`config.mk`:
```
export PLATFORM = sky130hd
export DESIGN_NAME = core_mem_s_flat
export DESIGN_NICKNAME = d
export VERILOG_FILES = /design/src/rtl/core_mem_s_if.sv /design/src/rtl/core_mem_s.sv /design/src/flat_wrapper.sv
export SDC_FILE = /design/constraint.sdc
export NUM_CORES = 1
export LEC_CHECK = 0
export BUFFER_PORTS_ARGS = -buffer_cell sky130_fd_sc_hd__buf_2
export CAP_MARGIN = 10
export CELL_PAD_IN_SITES_DETAIL_PLACEMENT = 1
export CELL_PAD_IN_SITES_GLOBAL_PLACEMENT = 2
export CORE_ASPECT_RATIO = 1.5
export CORE_MARGIN = 2
export CORE_UTILIZATION = 28
export CTS_CLUSTER_DIAMETER = 30
export DETAILED_ROUTE_END_ITERATION = 8
export PLACE_DENSITY_LB_ADDON = 0.1
export SETUP_SLACK_MARGIN = 0.5
export SLEW_MARGIN = 20
export SYNTH_ARGS = -nofsm -noshare
export SYNTH_HDL_FRONTEND = slang
export SYNTH_SLANG_ARGS = --single-unit
```
`constraint.sdc`:
```
create_clock -name clk -period 3.8 [get_ports clk]
set_input_delay 0.19 -clock clk [delete_from_list [all_inputs] [get_ports clk]]
set_output_delay 0.19 -clock clk [all_outputs]
set_load 0.01 [all_outputs]
```
`src/rtl/core_mem_s_if.sv`:
```
// core_mem_s_if: L1D request/acknowledge bus between the memory stage (master) and the data cache (slave).
interface core_mem_s_if;
    logic        l1d_req_val;
    logic        l1d_req_cop;
    logic [31:0] l1d_req_addr;
    logic [31:0] l1d_req_wdata;
    logic [3:0]  l1d_req_be;
    logic        l1d_req_ack;
    logic        l1d_ack_val;
    logic [31:0] l1d_ack_rdata;

    modport master (
        output l1d_req_val, l1d_req_cop, l1d_req_addr, l1d_req_wdata, l1d_req_be,
        input  l1d_req_ack, l1d_ack_val, l1d_ack_rdata
    );

    modport slave (
        input  l1d_req_val, l1d_req_cop, l1d_req_addr, l1d_req_wdata, l1d_req_be,
        output l1d_req_ack, l1d_ack_val, l1d_ack_rdata
    );
endinterface

```
`src/rtl/core_mem_s.sv`:
```
// core_mem_s: Selen memory stage -- L1D load/store handshake, load extension, mem/wb register.
// Optional feature: define CORE_MEM_MISALIGN_CHK_EN to flag misaligned half/word accesses.
module core_mem_s (
    input  logic          clk,
    input  logic          rst,
    input  logic          mem_enb,
    input  logic          mem_kill,
    input  logic          mem_val_inst_in,
    input  logic          mem_we_reg_file_in,
    input  logic [2:0]    mem_wb_sx_op_in,
    input  logic          mem_mux_alu_mem_in,
    input  logic          mem_l1d_val_in,
    input  logic          mem_l1d_cop_in,
    input  logic [2:0]    mem_l1d_size_in,
    input  logic [31:0]   mem_alu_result_in,
    input  logic [31:0]   mem_addr_in,
    input  logic [31:0]   mem_wrt_data_in,
    input  logic [4:0]    mem_rd_in,
    core_mem_s_if.master  l1d,
    output logic          mem_stall_out,
    output logic [31:0]   mem2haz_result_out,
    output logic [31:0]   mem_result_out_reg,
    output logic [4:0]    mem_rd_out_reg,
    output logic          mem_we_reg_file_out_reg,
    output logic          mem_val_inst_out_reg,
    output logic          mem_misalign_out_reg
);
    localparam int unsigned XLEN = 32;
    localparam int unsigned RW   = 5;

    localparam logic [2:0] SZ_BYTE = 3'b001;
    localparam logic [2:0] SZ_HALF = 3'b010;
    localparam logic [2:0] SZ_WORD = 3'b100;

    localparam logic [2:0] SX_SB = 3'd0;
    localparam logic [2:0] SX_SH = 3'd1;
    localparam logic [2:0] SX_W  = 3'd2;
    localparam logic [2:0] SX_UB = 3'd3;
    localparam logic [2:0] SX_UH = 3'd4;
    localparam logic [2:0] SX_BP = 3'd5;

    typedef enum logic [1:0] {S_IDLE, S_REQ, S_WAIT, S_DONE} state_e;

    state_e            state_q, state_d;
    logic              drop_q, drop_d;
    logic              req_cop_q, req_cop_d;
    logic [XLEN-1:0]   req_addr_q, req_addr_d;
    logic [XLEN-1:0]   req_wdata_q, req_wdata_d;
    logic [3:0]        req_be_q, req_be_d;
    logic [1:0]        off_q, off_d;
    logic [2:0]        op_q, op_d;
    logic [XLEN-1:0]   buf_q, buf_d;
    logic [XLEN-1:0]   result_q, result_d;
    logic [RW-1:0]     rd_q, rd_d;
    logic              we_q, we_d;
    logic              val_q, val_d;
    logic              mis_q, mis_d;

    logic              misalign_c;
    logic              acc_c;
    logic              wb_bubble_c;
    logic [3:0]        be_c;
    logic [XLEN-1:0]   wdata_c;
    logic [7:0]        byte_c;
    logic [15:0]       half_c;
    logic [XLEN-1:0]   ext_c;
    logic [XLEN-1:0]   mem_data_c;

`ifdef CORE_MEM_MISALIGN_CHK_EN
    assign misalign_c = mem_val_inst_in & mem_l1d_val_in &
                        (((mem_l1d_size_in == SZ_HALF) & mem_addr_in[0]) |
                         ((mem_l1d_size_in == SZ_WORD) & (mem_addr_in[1:0] != 2'b00)));
`else
    assign misalign_c = 1'b0;
`endif

    assign acc_c = mem_val_inst_in & mem_l1d_val_in & ~misalign_c;

    // Byte enables and lane-replicated store data for the incoming access
    always_comb begin
        be_c    = 4'b1111;
        wdata_c = mem_wrt_data_in;
        case (mem_l1d_size_in)
            SZ_BYTE: begin
                be_c    = 4'b0001 << mem_addr_in[1:0];
                wdata_c = {4{mem_wrt_data_in[7:0]}};
            end
            SZ_HALF: begin
                be_c    = 4'b0011 << {mem_addr_in[1], 1'b0};
                wdata_c = {2{mem_wrt_data_in[15:0]}};
            end
            SZ_WORD: begin
                be_c    = 4'b1111;
                wdata_c = mem_wrt_data_in;
            end
            default: ;
        endcase
    end

    // Lane select and extension use the offset/op latched when the request was launched
    always_comb begin
        byte_c = l1d.l1d_ack_rdata[{off_q, 3'b000} +: 8];
        half_c = l1d.l1d_ack_rdata[{off_q[1], 4'b0000} +: 16];
        case (op_q)
            SX_SB:       ext_c = {{24{byte_c[7]}}, byte_c};
            SX_SH:       ext_c = {{16{half_c[15]}}, half_c};
            SX_UB:       ext_c = {24'd0, byte_c};
            SX_UH:       ext_c = {16'd0, half_c};
            SX_W, SX_BP: ext_c = l1d.l1d_ack_rdata;
            default:     ext_c = l1d.l1d_ack_rdata;
        endcase
    end

    // Next-state, stall and mem/wb register update
    always_comb begin
        state_d       = state_q;
        drop_d        = drop_q;
        req_cop_d     = req_cop_q;
        req_addr_d    = req_addr_q;
        req_wdata_d   = req_wdata_q;
        req_be_d      = req_be_q;
        off_d         = off_q;
        op_d          = op_q;
        buf_d         = buf_q;
        result_d      = result_q;
        rd_d          = rd_q;
        we_d          = we_q;
        val_d         = val_q;
        mis_d         = mis_q;
        mem_stall_out = 1'b0;
        mem_data_c    = ext_c;
        wb_bubble_c   = 1'b0;

        case (state_q)
            S_IDLE: begin
                mem_stall_out = acc_c;
                if (acc_c & ~mem_kill) begin
                    state_d     = S_REQ;
                    req_cop_d   = mem_l1d_cop_in;
                    req_addr_d  = {mem_addr_in[31:2], 2'b00};
                    req_wdata_d = wdata_c;
                    req_be_d    = be_c;
                    off_d       = mem_addr_in[1:0];
                    op_d        = mem_wb_sx_op_in;
                end
            end
            S_REQ: begin
                mem_stall_out = 1'b1;
                // An accepted request must still be drained even if killed
                if (l1d.l1d_req_ack) begin
                    state_d = S_WAIT;
                    drop_d  = mem_kill;
                end else if (mem_kill) begin
                    state_d = S_IDLE;
                end
            end
            S_WAIT: begin
                mem_stall_out = ~l1d.l1d_ack_val;
                wb_bubble_c   = drop_q;
                if (mem_kill) drop_d = 1'b1;
                if (l1d.l1d_ack_val) begin
                    drop_d = 1'b0;
                    if (drop_q | mem_kill | mem_enb) begin
                        state_d = S_IDLE;
                    end else begin
                        state_d = S_DONE;
                        buf_d   = ext_c;
                    end
                end
            end
            S_DONE: begin
                mem_data_c = buf_q;
                if (mem_kill | mem_enb) state_d = S_IDLE;
            end
            default: state_d = S_IDLE;
        endcase

        wb_bubble_c = wb_bubble_c | mem_kill | mem_stall_out;
        if (mem_kill | mem_enb) begin
            result_d = mem_mux_alu_mem_in ? mem_data_c : mem_alu_result_in;
            rd_d     = mem_rd_in;
            val_d    = mem_val_inst_in & ~wb_bubble_c;
            we_d     = mem_we_reg_file_in & ~misalign_c & ~wb_bubble_c;
            mis_d    = misalign_c & ~wb_bubble_c;
        end
    end

    always_ff @(posedge clk) begin
        if (rst) begin
            state_q     <= S_IDLE;
            drop_q      <= 1'b0;
            req_cop_q   <= 1'b0;
            req_addr_q  <= '0;
            req_wdata_q <= '0;
            req_be_q    <= '0;
            off_q       <= '0;
            op_q        <= '0;
            buf_q       <= '0;
            result_q    <= '0;
            rd_q        <= '0;
            we_q        <= 1'b0;
            val_q       <= 1'b0;
            mis_q       <= 1'b0;
        end else begin
            state_q     <= state_d;
            drop_q      <= drop_d;
            req_cop_q   <= req_cop_d;
            req_addr_q  <= req_addr_d;
            req_wdata_q <= req_wdata_d;
            req_be_q    <= req_be_d;
            off_q       <= off_d;
            op_q        <= op_d;
            buf_q       <= buf_d;
            result_q    <= result_d;
            rd_q        <= rd_d;
            we_q        <= we_d;
            val_q       <= val_d;
            mis_q       <= mis_d;
        end
    end

    assign l1d.l1d_req_val   = (state_q == S_REQ);
    assign l1d.l1d_req_cop   = req_cop_q;
    assign l1d.l1d_req_addr  = req_addr_q;
    assign l1d.l1d_req_wdata = req_wdata_q;
    assign l1d.l1d_req_be    = req_be_q;

    assign mem_result_out_reg      = result_q;
    assign mem2haz_result_out      = result_q;
    assign mem_rd_out_reg          = rd_q;
    assign mem_we_reg_file_out_reg = we_q;
    assign mem_val_inst_out_reg    = val_q;
    assign mem_misalign_out_reg    = mis_q;
endmodule

```
`src/flat_wrapper.sv`:
```
// flat-port wrapper written by rule: the top's interface ports become plain ports
module core_mem_s_flat 
  (clk, rst, mem_enb, mem_kill, mem_val_inst_in, mem_we_reg_file_in, mem_wb_sx_op_in, mem_mux_alu_mem_in, mem_l1d_val_in, mem_l1d_cop_in, mem_l1d_size_in, mem_alu_result_in, mem_addr_in, mem_wrt_data_in, mem_rd_in, mem_stall_out, mem2haz_result_out, mem_result_out_reg, mem_rd_out_reg, mem_we_reg_file_out_reg, mem_val_inst_out_reg, mem_misalign_out_reg, l1d_l1d_req_val, l1d_l1d_req_cop, l1d_l1d_req_addr, l1d_l1d_req_wdata, l1d_l1d_req_be, l1d_l1d_req_ack, l1d_l1d_ack_val, l1d_l1d_ack_rdata);
  core_mem_s_if l1d_i ();
  input  logic clk;
  input  logic rst;
  input  logic mem_enb;
  input  logic mem_kill;
  input  logic mem_val_inst_in;
  input  logic mem_we_reg_file_in;
  input  logic [2:0] mem_wb_sx_op_in;
  input  logic mem_mux_alu_mem_in;
  input  logic mem_l1d_val_in;
  input  logic mem_l1d_cop_in;
  input  logic [2:0] mem_l1d_size_in;
  input  logic [31:0] mem_alu_result_in;
  input  logic [31:0] mem_addr_in;
  input  logic [31:0] mem_wrt_data_in;
  input  logic [4:0] mem_rd_in;
  output logic mem_stall_out;
  output logic [31:0] mem2haz_result_out;
  output logic [31:0] mem_result_out_reg;
  output logic [4:0] mem_rd_out_reg;
  output logic mem_we_reg_file_out_reg;
  output logic mem_val_inst_out_reg;
  output logic mem_misalign_out_reg;
  output wire logic [$bits(l1d_i.l1d_req_val)-1:0] l1d_l1d_req_val;
  output wire logic [$bits(l1d_i.l1d_req_cop)-1:0] l1d_l1d_req_cop;
  output wire logic [$bits(l1d_i.l1d_req_addr)-1:0] l1d_l1d_req_addr;
  output wire logic [$bits(l1d_i.l1d_req_wdata)-1:0] l1d_l1d_req_wdata;
  output wire logic [$bits(l1d_i.l1d_req_be)-1:0] l1d_l1d_req_be;
  input wire logic [$bits(l1d_i.l1d_req_ack)-1:0] l1d_l1d_req_ack;
  input wire logic [$bits(l1d_i.l1d_ack_val)-1:0] l1d_l1d_ack_val;
  input wire logic [$bits(l1d_i.l1d_ack_rdata)-1:0] l1d_l1d_ack_rdata;
  assign l1d_l1d_req_val = l1d_i.l1d_req_val;
  assign l1d_l1d_req_cop = l1d_i.l1d_req_cop;
  assign l1d_l1d_req_addr = l1d_i.l1d_req_addr;
  assign l1d_l1d_req_wdata = l1d_i.l1d_req_wdata;
  assign l1d_l1d_req_be = l1d_i.l1d_req_be;
  assign l1d_i.l1d_req_ack = l1d_l1d_req_ack;
  assign l1d_i.l1d_ack_val = l1d_l1d_ack_val;
  assign l1d_i.l1d_ack_rdata = l1d_l1d_ack_rdata;
  core_mem_s u_core (.clk(clk), .rst(rst), .mem_enb(mem_enb), .mem_kill(mem_kill), .mem_val_inst_in(mem_val_inst_in), .mem_we_reg_file_in(mem_we_reg_file_in), .mem_wb_sx_op_in(mem_wb_sx_op_in), .mem_mux_alu_mem_in(mem_mux_alu_mem_in), .mem_l1d_val_in(mem_l1d_val_in), .mem_l1d_cop_in(mem_l1d_cop_in), .mem_l1d_size_in(mem_l1d_size_in), .mem_alu_result_in(mem_alu_result_in), .mem_addr_in(mem_addr_in), .mem_wrt_data_in(mem_wrt_data_in), .mem_rd_in(mem_rd_in), .l1d(l1d_i), .mem_stall_out(mem_stall_out), .mem2haz_result_out(mem2haz_result_out), .mem_result_out_reg(mem_result_out_reg), .mem_rd_out_reg(mem_rd_out_reg), .mem_we_reg_file_out_reg(mem_we_reg_file_out_reg), .mem_val_inst_out_reg(mem_val_inst_out_reg), .mem_misalign_out_reg(mem_misalign_out_reg));
endmodule
```
; ---- Yosys cells after proc, flatten, opt, wreduce, memory -nomap -nowiden
; Cells that the tools add are included.
[word_totals]
regBits = 146
inputBits = 150
out_inout_bits = 143
elab_cells = 69
[classes]
eq_ne = 14
shift = 4
muxes = 18
bitwise = 13
reduce_logical = 7
[ops]
columns = operator, n
row1 = $pmux 32 s4, 1
row2 = $mux 32, 2
row3 = $pmux 32 s2, 1
row4 = $shiftx 32x6->16, 1
row5 = $shiftx 32x6->8, 1
row6 = $mux 2, 6
row7 = $pmux 2 s4, 1
row8 = $pmux 4 s2, 1
row9 = $eq 3x1->1 const B, 2
row10 = $eq 3x2->1 const B, 2
row11 = $ne 2x1->1 const B, 3
row12 = $reduce_and 3->1, 2
row13 = $or 1x1->1, 5
row14 = $and 1x1->1, 4
row15 = $eq 2x2->1 const B, 2
row16 = $mux 1, 4
row17 = $not 1->1, 4
row18 = $reduce_and 4->1, 1
row19 = $shl 1x2->4 const A, 1
row20 = $shl 2x2->4 const A, 1
row21 = $eq 3x3->1 const B, 1
row22 = $logic_not 3->1, 1
row23 = $ne 3x2->1 const B, 1
row24 = $ne 3x3->1 const B, 1
row25 = 7 further kinds, 7

; ---- Logic depth before layout (Yosys ltp)
; Gate-level depths: netlist (run 1).
[logic_depth]
depth_word = 6
depth_mapped = 8
mapped_depth_nobuf = 5

; ---- Least setup slack after synthesis (run 1)
; No wires, ideal clock.
[synth_timing]
path_kind = register to register
from = register u_core.off_q[1]
to = register u_core.result_q[26], in the netlist u_core.mem2haz_result_out[26]
setup_time_ns = 0.139
t_arrival_ns = 1.802
required_ns = 3.661
path_slack_ns = 1.859
stages_incl_launch_ff = 8
n_path_buf = 2
period_less_slack_ns = 1.941
cell_sequence = dfxtp_1 > buf_6 > mux4_2 > o21a_4 > a21boi_4 > nor3_4 > buf_6 > a221oi_1
[synth_between]
elab_chain_len = 4
elab_cells_between_ends = 5
classes_between = 2 x shift / 3 x mux
[synth_rtl]
columns = element, line_no
row1 = start: declaration, core_mem_s.sv:50  ; logic [1:0] off_q, off_d;
row2 = start signal: assignment, core_mem_s.sv:196  ; off_q <= '0;
row3 = start signal: assignment, core_mem_s.sv:211  ; off_q <= off_d;
row4 = $shiftx 32x6->16 or $shiftx 32x6->8 (tied branches), "core_mem_s.sv:103, core_mem_s.sv:102"
row5 = $pmux 32 s4 (*), core_mem_s.sv:104  ; case (op_q)
row6 = $mux 32 (*), core_mem_s.sv:134  ; case (state_q)
row7 = $mux 32 (*), core_mem_s.sv:180  ; result_d = mem_mux_alu_mem_in ? mem_data_c : mem_alu_result_in;
row8 = end signal: assignment, core_mem_s.sv:214  ; result_q <= result_d;
row9 = end: declaration, core_mem_s.sv:53  ; logic [XLEN-1:0] result_q, result_d;
; Mark *: on every way between the ends. The rest lies on a longest branch, timed or not.
; A chain may end at the register's enable or synchronous reset.

; ---- Final worst setup path (run 1)
[layout_timing]
from = register u_core.state_q[1]
to = register u_core.req_wdata_q[8], in the netlist u_core.l1d.l1d_req_wdata[8]
[layout_between]
elab_chain_len = 2
[layout_rtl]
columns = element, line_no
row1 = start: declaration, core_mem_s.sv:44  ; state_e state_q, state_d;
row2 = start signal: assignment, core_mem_s.sv:205  ; state_q <= state_d;
row3 = $logic_not 2->1, core_mem_s.sv:134
row4 = $reduce_and 2->1 (no source line), --
row5 = end signal: assignment, core_mem_s.sv:209  ; req_wdata_q <= req_wdata_d;
row6 = end: declaration, core_mem_s.sv:48  ; logic [XLEN-1:0] req_wdata_q, req_wdata_d;
; Every way passes these cells.

==> impl_metrics.py, run 1 <==
metrics = {
    "global_routing": {
        "antenna_found_initial": 4,
        "grt_util_met2_pct": 40.17,
        "grt_pass1_wl_mm": 44.42,
        "overflow": 0,
        "met1_usage_pct": 22.61,
        "grt_start_max_net_pins": 79,
        "grtUsageMet3_pct": 6.038,
        "grt_pass1_vias": 7869,
        "grt-busiest-layer": "met2",
        "track_usage_pct": 21.40,
    },
    "synthesis": {
        "synth_area_per_cell_um2": 7.993,
        "synth_edf_count": 0,
        "synth_cell_types": 54,
        "syn_inst": 891,
        "yosys_warnings": 0,
        "synth_area_um2": 7122,
        "ys_ff_latch": 146,
        "synthArstFlopShare_pct": 0,
        "synth_top_flop_cell": "dfxtp_1",
        "synth_top_area_share_pct": 41.04,
        "seq_area_frac_synth_pct": 41.04,
        "yosysTopAreaCell": "dfxtp_1",
        "synth_area_leaders": "dfxtp_1 (41%), nand2_1 (10%), a21oi_1 (5.2%), nor2_1 (3.8%), buf_4 (3.8%)",
    },
    "floorplanning": {
        "core_area_um2": 25050,
        "die_area_um2": 26750,
        "die_w_um": 134.2,
        "num_rows": 71,
        "die_h_um": 199.3,
        "ioPinCount": 293,
        "initial_utilization_pct": 28.43,
    },
    "setup_path": {
        "crit_family": "simple AND/OR/NAND/NOR gates",
        "crit_path_end_kind": "flip-flop",
        "startpoint_type": "flip-flop",
        "critPathMaxStageDelay_ns": 1.10,
        "crit_start": "u_core.state_q[1]",
        "crit_chain": "or4_2 -> buf_4 -> nor2_1 -> a211oi_1",
        "rr_startpoint": "u_core.state_q[1]",
        "crit_slowest_cell": "or4_2",
        "worstSetupPathType": "reg2reg",
        "crit_arrival_ns": 2.66,
        "required_ns": 4.09,
        "path_max_fanout": 34,
        "critPathBufInv": 1,
    },
    "flow_run": {
        "cap_violations": 0,
    },
    "sta": {
        "setup_tns_ns": 0,
        "finalHoldViolCount": 0,
        "finalCritPeriodShare_pct": 62.42,
        "fmax_ghz": 0.4216,
        "fin_ws_ns": 1.428,
        "setup-violations-final": 0,
        "finalCriticalPeriod_ns": 2.372,
        "tightestPinTransition_ns": 1.027,
        "slew_violations": 0,
        "rsz0062_at_grt": "false",
        "skew_ns": 0.006704,
        "slew_headroom_pct": 31.55,
    },
    "clock_tree": {
        "clock_sinks": 146,
        "cts.repair.resized": 0,
        "ctsHtreeMaxLevel": 4,
        "cts_setup_buffers": 0,
        "cts_root_buf": "clkbuf_16",
        "clock_latency_ns": 0.43,
        "cts_hold_buf": 45,
        "clockBufferDepth": 2,
        "cts_tree": "yes",
        "clk_pin_slew_ns": 0.06,
        "cts_buffers": 17,
    },
    "status": {
        "status": "complete, no violations",
    },
    "final_layout": {
        "final_cells": 1484,
        "area_growth_pct": 34.61,
        "nets": 1293,
        "layout-drive-gt1-share_pct": 29.87,
    },
    "route": {
        "routed_wirelength_mm": 29.19,
        "drc": 0,
        "vias_per_cell": 5.136,
        "postRouteAntennaNets": 0,
        "dr.pass1.iters": 4,
        "dr_total_vias": 7622,
        "wl_per_cell_um": 19.67,
        "drt_iter0_markers": 341,
    },
    "power_and_ir_drop": {
        "vdd_ir_drop_max_uv": 304.8,
        "power_density_nw_per_um2": 429.5,
        "fin_total_pwr_mw": 4.118,
        "p_leak_nw": 4.043,
    },
    "hold_path": {
        "hold_path_class": "in2reg",
        "worstHoldStart": "mem_wrt_data_in[24]",
    },
    "placed_design": {
        "dp.cells": 1407,
        "portBuffers": 289,
        "globalplace.congestion": 0.8274,
        "pre_cts_ws_ns": 1.410,
        "dp_hpwl_mm": 21.10,
    },
}
per-layer routing:
layer | wire length [um] | vias to the layer above
li1 | - | 3707
met1 | 11270 | 3665
met2 | 15520 | 205
met3 | 1659 | 39
met4 | 697 | 6
met5 | 42 | -
per-stage QoR:
step | util (%) | hold WS [ns] | cell area (um^2)
2_1_floorplan | - | 0.3020 | 7129
3_3_place_gp | 33.94 | 0.4330 | 8503
3_5_place_dp | 33.96 | 0.4383 | 8507
4_1_cts | 38.26 | 0.001468 | 9584
5_1_grt | 38.27 | 0.01996 | 9587
6_report | 38.27 | 0.01667 | 9587
area by class of cell:
cell class	count	area, um^2
fillers	3075	15460
multi-input cells	627	3616
flip-flops and latches	146	2923
repair buffers	346	1989
clock buffers	21	470.5
well taps	328	410.4
clock inverters	10	156.4
inverters	5	18.77
diodes	1	2.502
power by group:
part           switching, mW  internal (mW)  leakage [nW]
clock                  0.681           1.14         0.309
combinational          0.367          0.274          2.54
sequential            0.0523           1.60          1.19
cells in the mapped netlist, types with 6 or more instances:
library cell,count
o32ai_1,15
nand2_1,191
o221ai_1,23
a31oi_1,6
mux2i_1,7
a211oi_1,26
buf_2,7
nor2_1,73
o22ai_1,17
a22o_1,12
o21ai_0,13
clkbuf_1,67
a22oi_1,35
a311oi_1,18
and3_1,16
buf_4,36
a221oi_1,24
dfxtp_1,146
a21oi_1,74
a2bb2oi_1,7
a211o_1,7
nand2b_1,12
nor2b_1,8
nand3_1,7
worst min-delay path, delay by kind of cell:
kind / cells / cell delay, ns
buf+inv: 1 / 0.10
compound gates: 1 / 0.06
simple gates: 1 / 0.05
cell families after synthesis:
kind of cell / synth area share [%]
AO/OA/AOI/OAI: 29.04
other: 0.05266
XOR/XNOR: 0.2460
flip-flops: 41.04
AND/OR/NAND/NOR: 19.45
multiplexers: 1.616
buffers and inverters: 8.556
final timing paths:
check / end / slack (ns) / depth (start not counted)
min reg2reg: u_core.l1d.l1d_req_addr[6] / 0.45 / 2
min: u_core.l1d.l1d_req_wdata[24] / 0.02 / 3
max: u_core.l1d.l1d_req_wdata[8] / 1.43 / 4
max reg2reg: u_core.l1d.l1d_req_wdata[8] / 1.43 / 4
layout by cell type (no fill, tap or decap), drive strengths merged, types with 6 or more instances in the layout:
master,count
a211o,7
nor2,73
o21ai,13
a211oi,26
o22ai,17
nand2b,12
a22o,12
mux2i,7
dlygate4sd3,45
nand2,191
and3,16
dfxtp,146
a2bb2oi,7
a311oi,18
nand3,7
nor2b,8
a31oi,6
o221ai,23
a21oi,74
a22oi,35
buf,301
a221oi,24
clkinv,6
o32ai,15
clkbuf,21
No activity file was read; power rests on OpenSTA's default activity.
==> run 2: changes to the inputs <==
--- a/config.mk
+++ b/config.mk
@@ -5,13 +5,14 @@
 export SDC_FILE = /design/constraint.sdc
 export NUM_CORES = 1
 export LEC_CHECK = 0
+export ABC_AREA = 1
 export BUFFER_PORTS_ARGS = -buffer_cell sky130_fd_sc_hd__buf_2
 export CAP_MARGIN = 10
 export CELL_PAD_IN_SITES_DETAIL_PLACEMENT = 1
 export CELL_PAD_IN_SITES_GLOBAL_PLACEMENT = 2
 export CORE_ASPECT_RATIO = 1.5
 export CORE_MARGIN = 2
-export CORE_UTILIZATION = 28
+export CORE_UTILIZATION = 25
 export CTS_CLUSTER_DIAMETER = 30
 export DETAILED_ROUTE_END_ITERATION = 8
 export PLACE_DENSITY_LB_ADDON = 0.1
==> constraint.sdc (replaced) <==
create_clock -name clk -period 2.2 [get_ports clk]
set_input_delay 0.11 -clock clk [delete_from_list [all_inputs] [get_ports clk]]
set_output_delay 0.11 -clock clk [all_outputs]
set_load 0.01 [all_outputs]
==> impl_metrics.py, run 2 <==
metrics = {
    "floorplanning": {
        "core_area_um2": 29290,
        "initial_utilization_pct": 25.16,
        "die_h_um": 214.3,
        "die_area_um2": 30890,
        "die_w_um": 144.2,
        "num_rows": 77,
        "ioPinCount": 293,
    },
    "placed_design": {
        "place_area_um2": 8947,
        "portBuffers": 289,
        "globalplace.congestion": 0.8097,
        "dp_hpwl_mm": 21.16,
        "pre_cts_ws_ns": 0.3161,
    },
    "power_and_ir_drop": {
        "intPower_mw": 5.842,
        "pwr-share-comb_pct": 29.7,
        "p_leak_nw": 5.494,
        "clockPowerShare_pct": 35.5,
        "vdd_ir_drop_max_uv": 568.3,
        "p_switching_mw": 3.025,
        "fin_total_pwr_mw": 8.867,
        "pwr-share-seq_pct": 34.8,
        "power.share.switching_pct": 34.12,
        "power_density_nw_per_um2": 815.4,
    },
    "clock_tree": {
        "cts_buffers": 17,
        "clk_pin_slew_ns": 0.06,
        "clockBufferDepth": 2,
        "ctsHtreeMaxLevel": 4,
        "cts_tree": "yes",
        "clock_latency_ns": 0.44,
        "clock_sinks": 146,
        "cts_root_buf": "clkbuf_16",
    },
    "final_layout": {
        "nets": 1610,
        "area_growth_pct": 47.58,
        "post-route-util_pct": 37.13,
        "layout-drive-gt1-share_pct": 28.11,
        "final.fill_count": 3770,
        "layout_common_cells": "buf_2 (289), nand2_1 (259), a21oi_1 (151), dfxtp_1 (141), nor2_1 (134)",
        "n_antenna_cell": 0,
        "stdcell_area_um2": 10870,
        "final_common_cell": "buf_2",
    },
    "route": {
        "routed_wirelength_mm": 30.33,
        "dr_total_vias": 8340,
        "drt_iter0_markers": 261,
        "drc": 0,
        "vias_per_cell": 4.465,
        "postRouteAntennaNets": 0,
        "dr.pass1.iters": 4,
        "wl_per_cell_um": 16.23,
    },
    "hold_path": {
        "hold_path_class": "in2reg",
    },
    "synthesis": {
        "seq_area_frac_synth_pct": 39.67,
        "syn_inst": 1118,
        "yosysMostFrequentCell": "nand2_1",
        "synth_top_family_by_area": "simple AND/OR/NAND/NOR gates",
        "synth_area_per_cell_um2": 6.591,
        "synthSimpleGateAreaFrac_pct": 24.76,
        "synth-adder-area-share_pct": 0,
        "synth.area.mux_share_pct": 0,
        "synth_cell_types": 33,
        "synth_xor_area_share_pct": 0,
        "ys_ff_latch": 146,
        "synth_area_um2": 7368,
        "synth_top_flop_cell": "dfxtp_1",
        "synth_area_leaders": "dfxtp_1 (40%), nand2_1 (14%), a21oi_1 (10%), nor2_1 (7.1%), o21ai_0 (6.6%)",
        "synth_top_area_share_pct": 39.67,
        "synth_edf_count": 0,
        "yosys_warnings": 0,
        "synthArstFlopShare_pct": 0,
        "synth_compound_area_share_pct": 22.26,
        "synthTopCellsByCount": "nand2_1 (267), a21oi_1 (151), dfxtp_1 (146)",
        "yosysTopAreaCell": "dfxtp_1",
    },
    "global_routing": {
        "grt_start_max_net_pins": 46,
        "track_usage_pct": 19.77,
        "antenna_found_initial": 2,
        "grt_pass1_wl_mm": 47.18,
        "overflow": 0,
        "grt_pass1_vias": 8710,
    },
    "sta": {
        "setup-violations-final": 0,
        "fin_ws_ns": 0.6107,
        "finalCritPeriodShare_pct": 72.24,
        "setup_tns_ns": 0,
        "fmax_ghz": 0.6292,
        "skew_ns": 0.005888,
        "slew_headroom_pct": 60.79,
        "tightestPinTransition_ns": 0.5881,
        "rsz0062_at_grt": "true",
        "finalCriticalPeriod_ns": 1.589,
        "slew_violations": 0,
        "finalHoldViolCount": 0,
    },
    "setup_path": {
        "startpoint_type": "flip-flop",
        "crit_family": "flip-flops",
        "critPathBufInv": 2,
        "crit_slowest_cell": "dfxtp_2",
        "crit_path_end_kind": "output pin",
        "regToRegSetupSlack_ns": 0.62,
        "crit_arrival_ns": 1.48,
        "path_max_fanout": 5,
        "critPathMaxStageDelay_ns": 0.38,
        "required_ns": 2.09,
        "worstSetupPathType": "reg2out",
        "crit_chain": "inv_2 -> nor2_2 -> nand2_1 -> o211ai_1 -> buf_2",
    },
    "status": {
        "status": "complete, no violations",
    },
    "flow_run": {
        "cap_violations": 0,
    },
}
-- run 2: cell types whose count changed in the layout (fill, tap and decap cells not counted), sizes merged, moves of 19 or more --
cell | before | now
nor2 | 73 | 142
dlygate4sd3 | 45 | 106
o21ai | 13 | 138
nand2 | 191 | 279
o221ai | 23 | 0
a22oi | 35 | 5
a221oi | 24 | 5
inv | 4 | 102
a21oi | 74 | 151
a211oi | 26 | 3
-- run 2: logic make-up (layout without fill, tap and decap cells) --
family          Yosys count  after routing
buf+inv                 207            560
simple gates            450            450
flops                   146            146
compound gates          314            314
other cells               1              3
-- run 2: layout make-up --
class	count	area (um^2)	share of cell area, %
multi-input cells	767	3543	32.59
well taps	395	494.2	4.545
repair buffers	425	2874	26.43
clock inverters	13	185.2	1.703
flip-flops and latches	146	2932	26.96
inverters	103	412.9	3.797
clock buffers	19	432.9	3.981
-- run 2: what timing repair did --
item,CTS,global route
setup buffers,0,8
hold buffers,106,0
hold endpoints to repair,107,0
resized for setup,11,36
gates cloned,0,2
endpoints found under the setup margin,68,106
pin swaps,0,3
-- run 2: worst min-delay path, stage by stage --
cell	delay [ns]
buf_2	0.07
o21ai_0	0.10
a21oi_1	0.12
-- run 2: power groups by stage --
| stage | registers (mW) | clock network, mW | logic [mW] |
|---|---|---|---|
| finish | 3.08 | 3.15 | 2.63 |
| global route | 3.12 | 3.35 | 2.98 |
| CTS | 3.08 | 3.26 | 2.54 |
| detailed placement | 3.13 | 0 | 2.37 |
| global placement | 3.13 | 0 | 2.37 |
| floorplan | 3.20 | 0 | 1.46 |
-- run 2: worst paths after layout --
kind | start | to | cells past startpoint
worst max register to register | u_core.op_q[2] | u_core.mem2haz_result_out[8] | 9
worst min-delay path | mem_wb_sx_op_in[2] | u_core.op_q[2] | 3
worst min register to register | u_core.l1d.l1d_req_wdata[4] | u_core.l1d.l1d_req_wdata[4] | 2
worst max-delay path | u_core.state_q[1] | mem_stall_out | 5
-- run 2: layer usage --
layer / GRT usage (%) / share of wire (%) / routed length (um) / up-vias
met5: 0 / 0.076 / 23 / -
met4: 4.822 / 1.5 / 466 / 4
met3: 5.136 / 5.2 / 1577 / 27
met2: 36.67 / 52 / 15850 / 205
met1: 22.16 / 41 / 12410 / 3877
li1: - / - / - / 4227
-- run 2: stage by stage --
| stage | std cells | hold WS (ns) |
|---|---|---|
| CTS | 1858 | 0.003504 |
| detailed placement | 1720 | 0.3440 |
| floorplan | 1120 | 0.2449 |
| finish | 1868 | 0.008267 |
| global placement | 1720 | 0.3345 |
| global route | 1868 | 0.03382 |
==> run 3: changes to the inputs <==
==> constraint.sdc (replaced) <==
create_clock -name clk -period 1.5 [get_ports clk]
set_input_delay 0.075 -clock clk [delete_from_list [all_inputs] [get_ports clk]]
set_output_delay 0.075 -clock clk [all_outputs]
set_load 0.01 [all_outputs]
==> impl_metrics.py, run 3 (synthesized netlist as in run 2, its figures left out) <==
metrics = {
    "placed_design": {
        "portBuffers": 289,
        "pre_cts_ws_ns": -0.04290,
        "dp_hpwl_mm": 21.48,
        "globalplace.congestion": 0.7736,
        "place_area_um2": 9509,
    },
    "power_and_ir_drop": {
        "power_density_nw_per_um2": 1152,
        "fin_total_pwr_mw": 14.24,
        "vdd_ir_drop_max_uv": 839.0,
        "p_leak_nw": 6.050,
    },
    "floorplanning": {
        "initial_utilization_pct": 25.16,
        "die_w_um": 144.2,
        "core_area_um2": 29290,
        "ioPinCount": 293,
        "num_rows": 77,
        "die_h_um": 214.3,
        "die_area_um2": 30890,
    },
    "status": {
        "status": "complete, no violations",
    },
    "final_layout": {
        "nets": 1678,
        "layout_common_cells": "buf_2 (271), nand2_1 (203), nor2_1 (133), dfxtp_1 (127), a21oi_1 (120)",
        "stdcell_area_um2": 12360,
        "final.fill_count": 3671,
        "area_growth_pct": 67.75,
        "final_common_cell": "buf_2",
        "layout-drive-gt1-share_pct": 39.78,
        "post-route-util_pct": 42.20,
        "n_antenna_cell": 0,
    },
    "clock_tree": {
        "cts_buffers": 17,
        "cts_tree": "yes",
        "ctsHtreeMaxLevel": 4,
        "clk_pin_slew_ns": 0.06,
        "clockBufferDepth": 2,
        "cts_root_buf": "clkbuf_16",
        "clock_sinks": 146,
        "clock_latency_ns": 0.44,
    },
    "sta": {
        "finalCriticalPeriod_ns": 1.500,
        "finalCritPeriodShare_pct": 99.99,
        "finalHoldViolCount": 0,
        "slew_violations": 0,
        "setup-violations-final": 0,
        "setup_tns_ns": 0,
        "rsz0062_at_grt": "true",
        "skew_ns": 0.01270,
        "fmax_ghz": 0.6668,
        "fin_ws_ns": 0.0001963,
    },
    "route": {
        "drt_iter0_markers": 225,
        "dr_total_vias": 8798,
        "vias_per_cell": 4.544,
        "postRouteAntennaNets": 0,
        "dr.pass1.iters": 4,
        "wl_per_cell_um": 16.52,
        "drc": 0,
        "routed_wirelength_mm": 31.98,
    },
    "setup_path": {
        "worstSetupPathType": "reg2reg",
        "regToRegSetupSlack_ns": 0.0002,
        "rr_startpoint": "u_core.op_q[0]",
        "crit_path_end_kind": "flip-flop",
        "endpoint": "u_core.mem2haz_result_out[1]",
        "crit_start": "u_core.op_q[0]",
        "startpoint_type": "flip-flop",
        "required_ns": 1.86,
        "worstReg2RegEnd": "u_core.mem2haz_result_out[1]",
        "ff2ff_path_depth": 12,
        "path_max_fanout": 6,
        "crit_arrival_ns": 1.86,
    },
    "global_routing": {
        "overflow": 0,
        "grt_pass1_wl_mm": 47.75,
        "grt_start_max_net_pins": 70,
        "track_usage_pct": 19.82,
        "grt_pass1_vias": 8900,
        "antenna_found_initial": 3,
    },
    "flow_run": {
        "cap_violations": 0,
    },
    "hold_path": {
        "hold_path_class": "in2reg",
    },
}
-- run 3: cell types whose count changed in the layout (fill, tap and decap cells not counted), moves of 10 or more --
cell / change
a21oi_1: -31
a21oi_2: +31
buf_12: +13
buf_2: -18
buf_4: +34
buf_6: +27
dfxtp_1: -14
dfxtp_2: +10
nand2_1: -56
nand2_2: +46
o21ai_0: -43
o21ai_1: +27
o21ai_2: +16
-- run 3: worst min-delay path by stage --
stage,start,end,slack [ns],cells past startpoint
after floorplan,mem_wrt_data_in[8],u_core.l1d.l1d_req_wdata[8],0.21,2
after global placement,mem_rd_in[1],u_core.mem_rd_out_reg[1],0.30,3
after detailed placement,mem_rd_in[1],u_core.mem_rd_out_reg[1],0.31,3
after CTS,mem_enb,u_core.mem_val_inst_out_reg,0.0004,5
after global routing,l1d_l1d_ack_rdata[20],u_core.buf_q[20],0.03,5
final,l1d_l1d_ack_rdata[1],u_core.buf_q[1],0.01,5
-- run 3: per-layer routing --
layer | global-route usage [%] | routed length, um
met5 | 0 | 39
met4 | 6.828 | 788
met3 | 4.265 | 1554
met2 | 36.02 | 16680
met1 | 22.57 | 12910
-- run 3: repair_timing --
item | 4_1_cts | 5_1_grt
resized for setup | 78 | 112
gates cloned | 6 | 6
hold buffers | 109 | 0
pin swaps | 26 | 30
hold endpoints to repair | 110 | 0
setup endpoints to repair | 254 | 277
setup buffers | 16 | 15
-- run 3: power by group --
part,internal [mW],switching [mW]
clock network,2.53,1.90
logic,2.39,2.85
registers,4.28,0.278
total,9.21,5.03
-- run 3: per-stage QoR --
stage          cells  hold slack (ns)
4_1_cts         1915        0.0004152
3_3_place_gp    1752           0.3013
2_1_floorplan   1120           0.2090
6_report        1936          0.01443
5_1_grt         1936          0.03028
3_5_place_dp    1752           0.3070
-- run 3: cell type report --
cell class | instances | area, um^2 | share of cell area, %
Timing Repair Buffer | 491 | 3811 | 30.83
Multi-Input combinational cell | 767 | 4063 | 32.87
Timing Repair inverter | 2 | 22.52 | 0.1822
Sequential cell | 146 | 2959 | 23.94
Clock buffer | 19 | 442.9 | 3.583
Tap cell | 395 | 494.2 | 3.998
Clock inverter | 13 | 150.1 | 1.215
Inverter | 103 | 417.9 | 3.381
-- run 3: worst max-delay path, cell delays in order, from the launching register on --
cell,delay [ns]
dfxtp_4,0.36
nor2_4,0.17
nand2_4,0.10
nand2_8,0.12
buf_6,0.14
nand2_2,0.06
nand2_2,0.07
nand2_2,0.06
nand2_2,0.07
nand2_2,0.06
nand2_1,0.05
nand2_1,0.05
a21oi_1,0.13
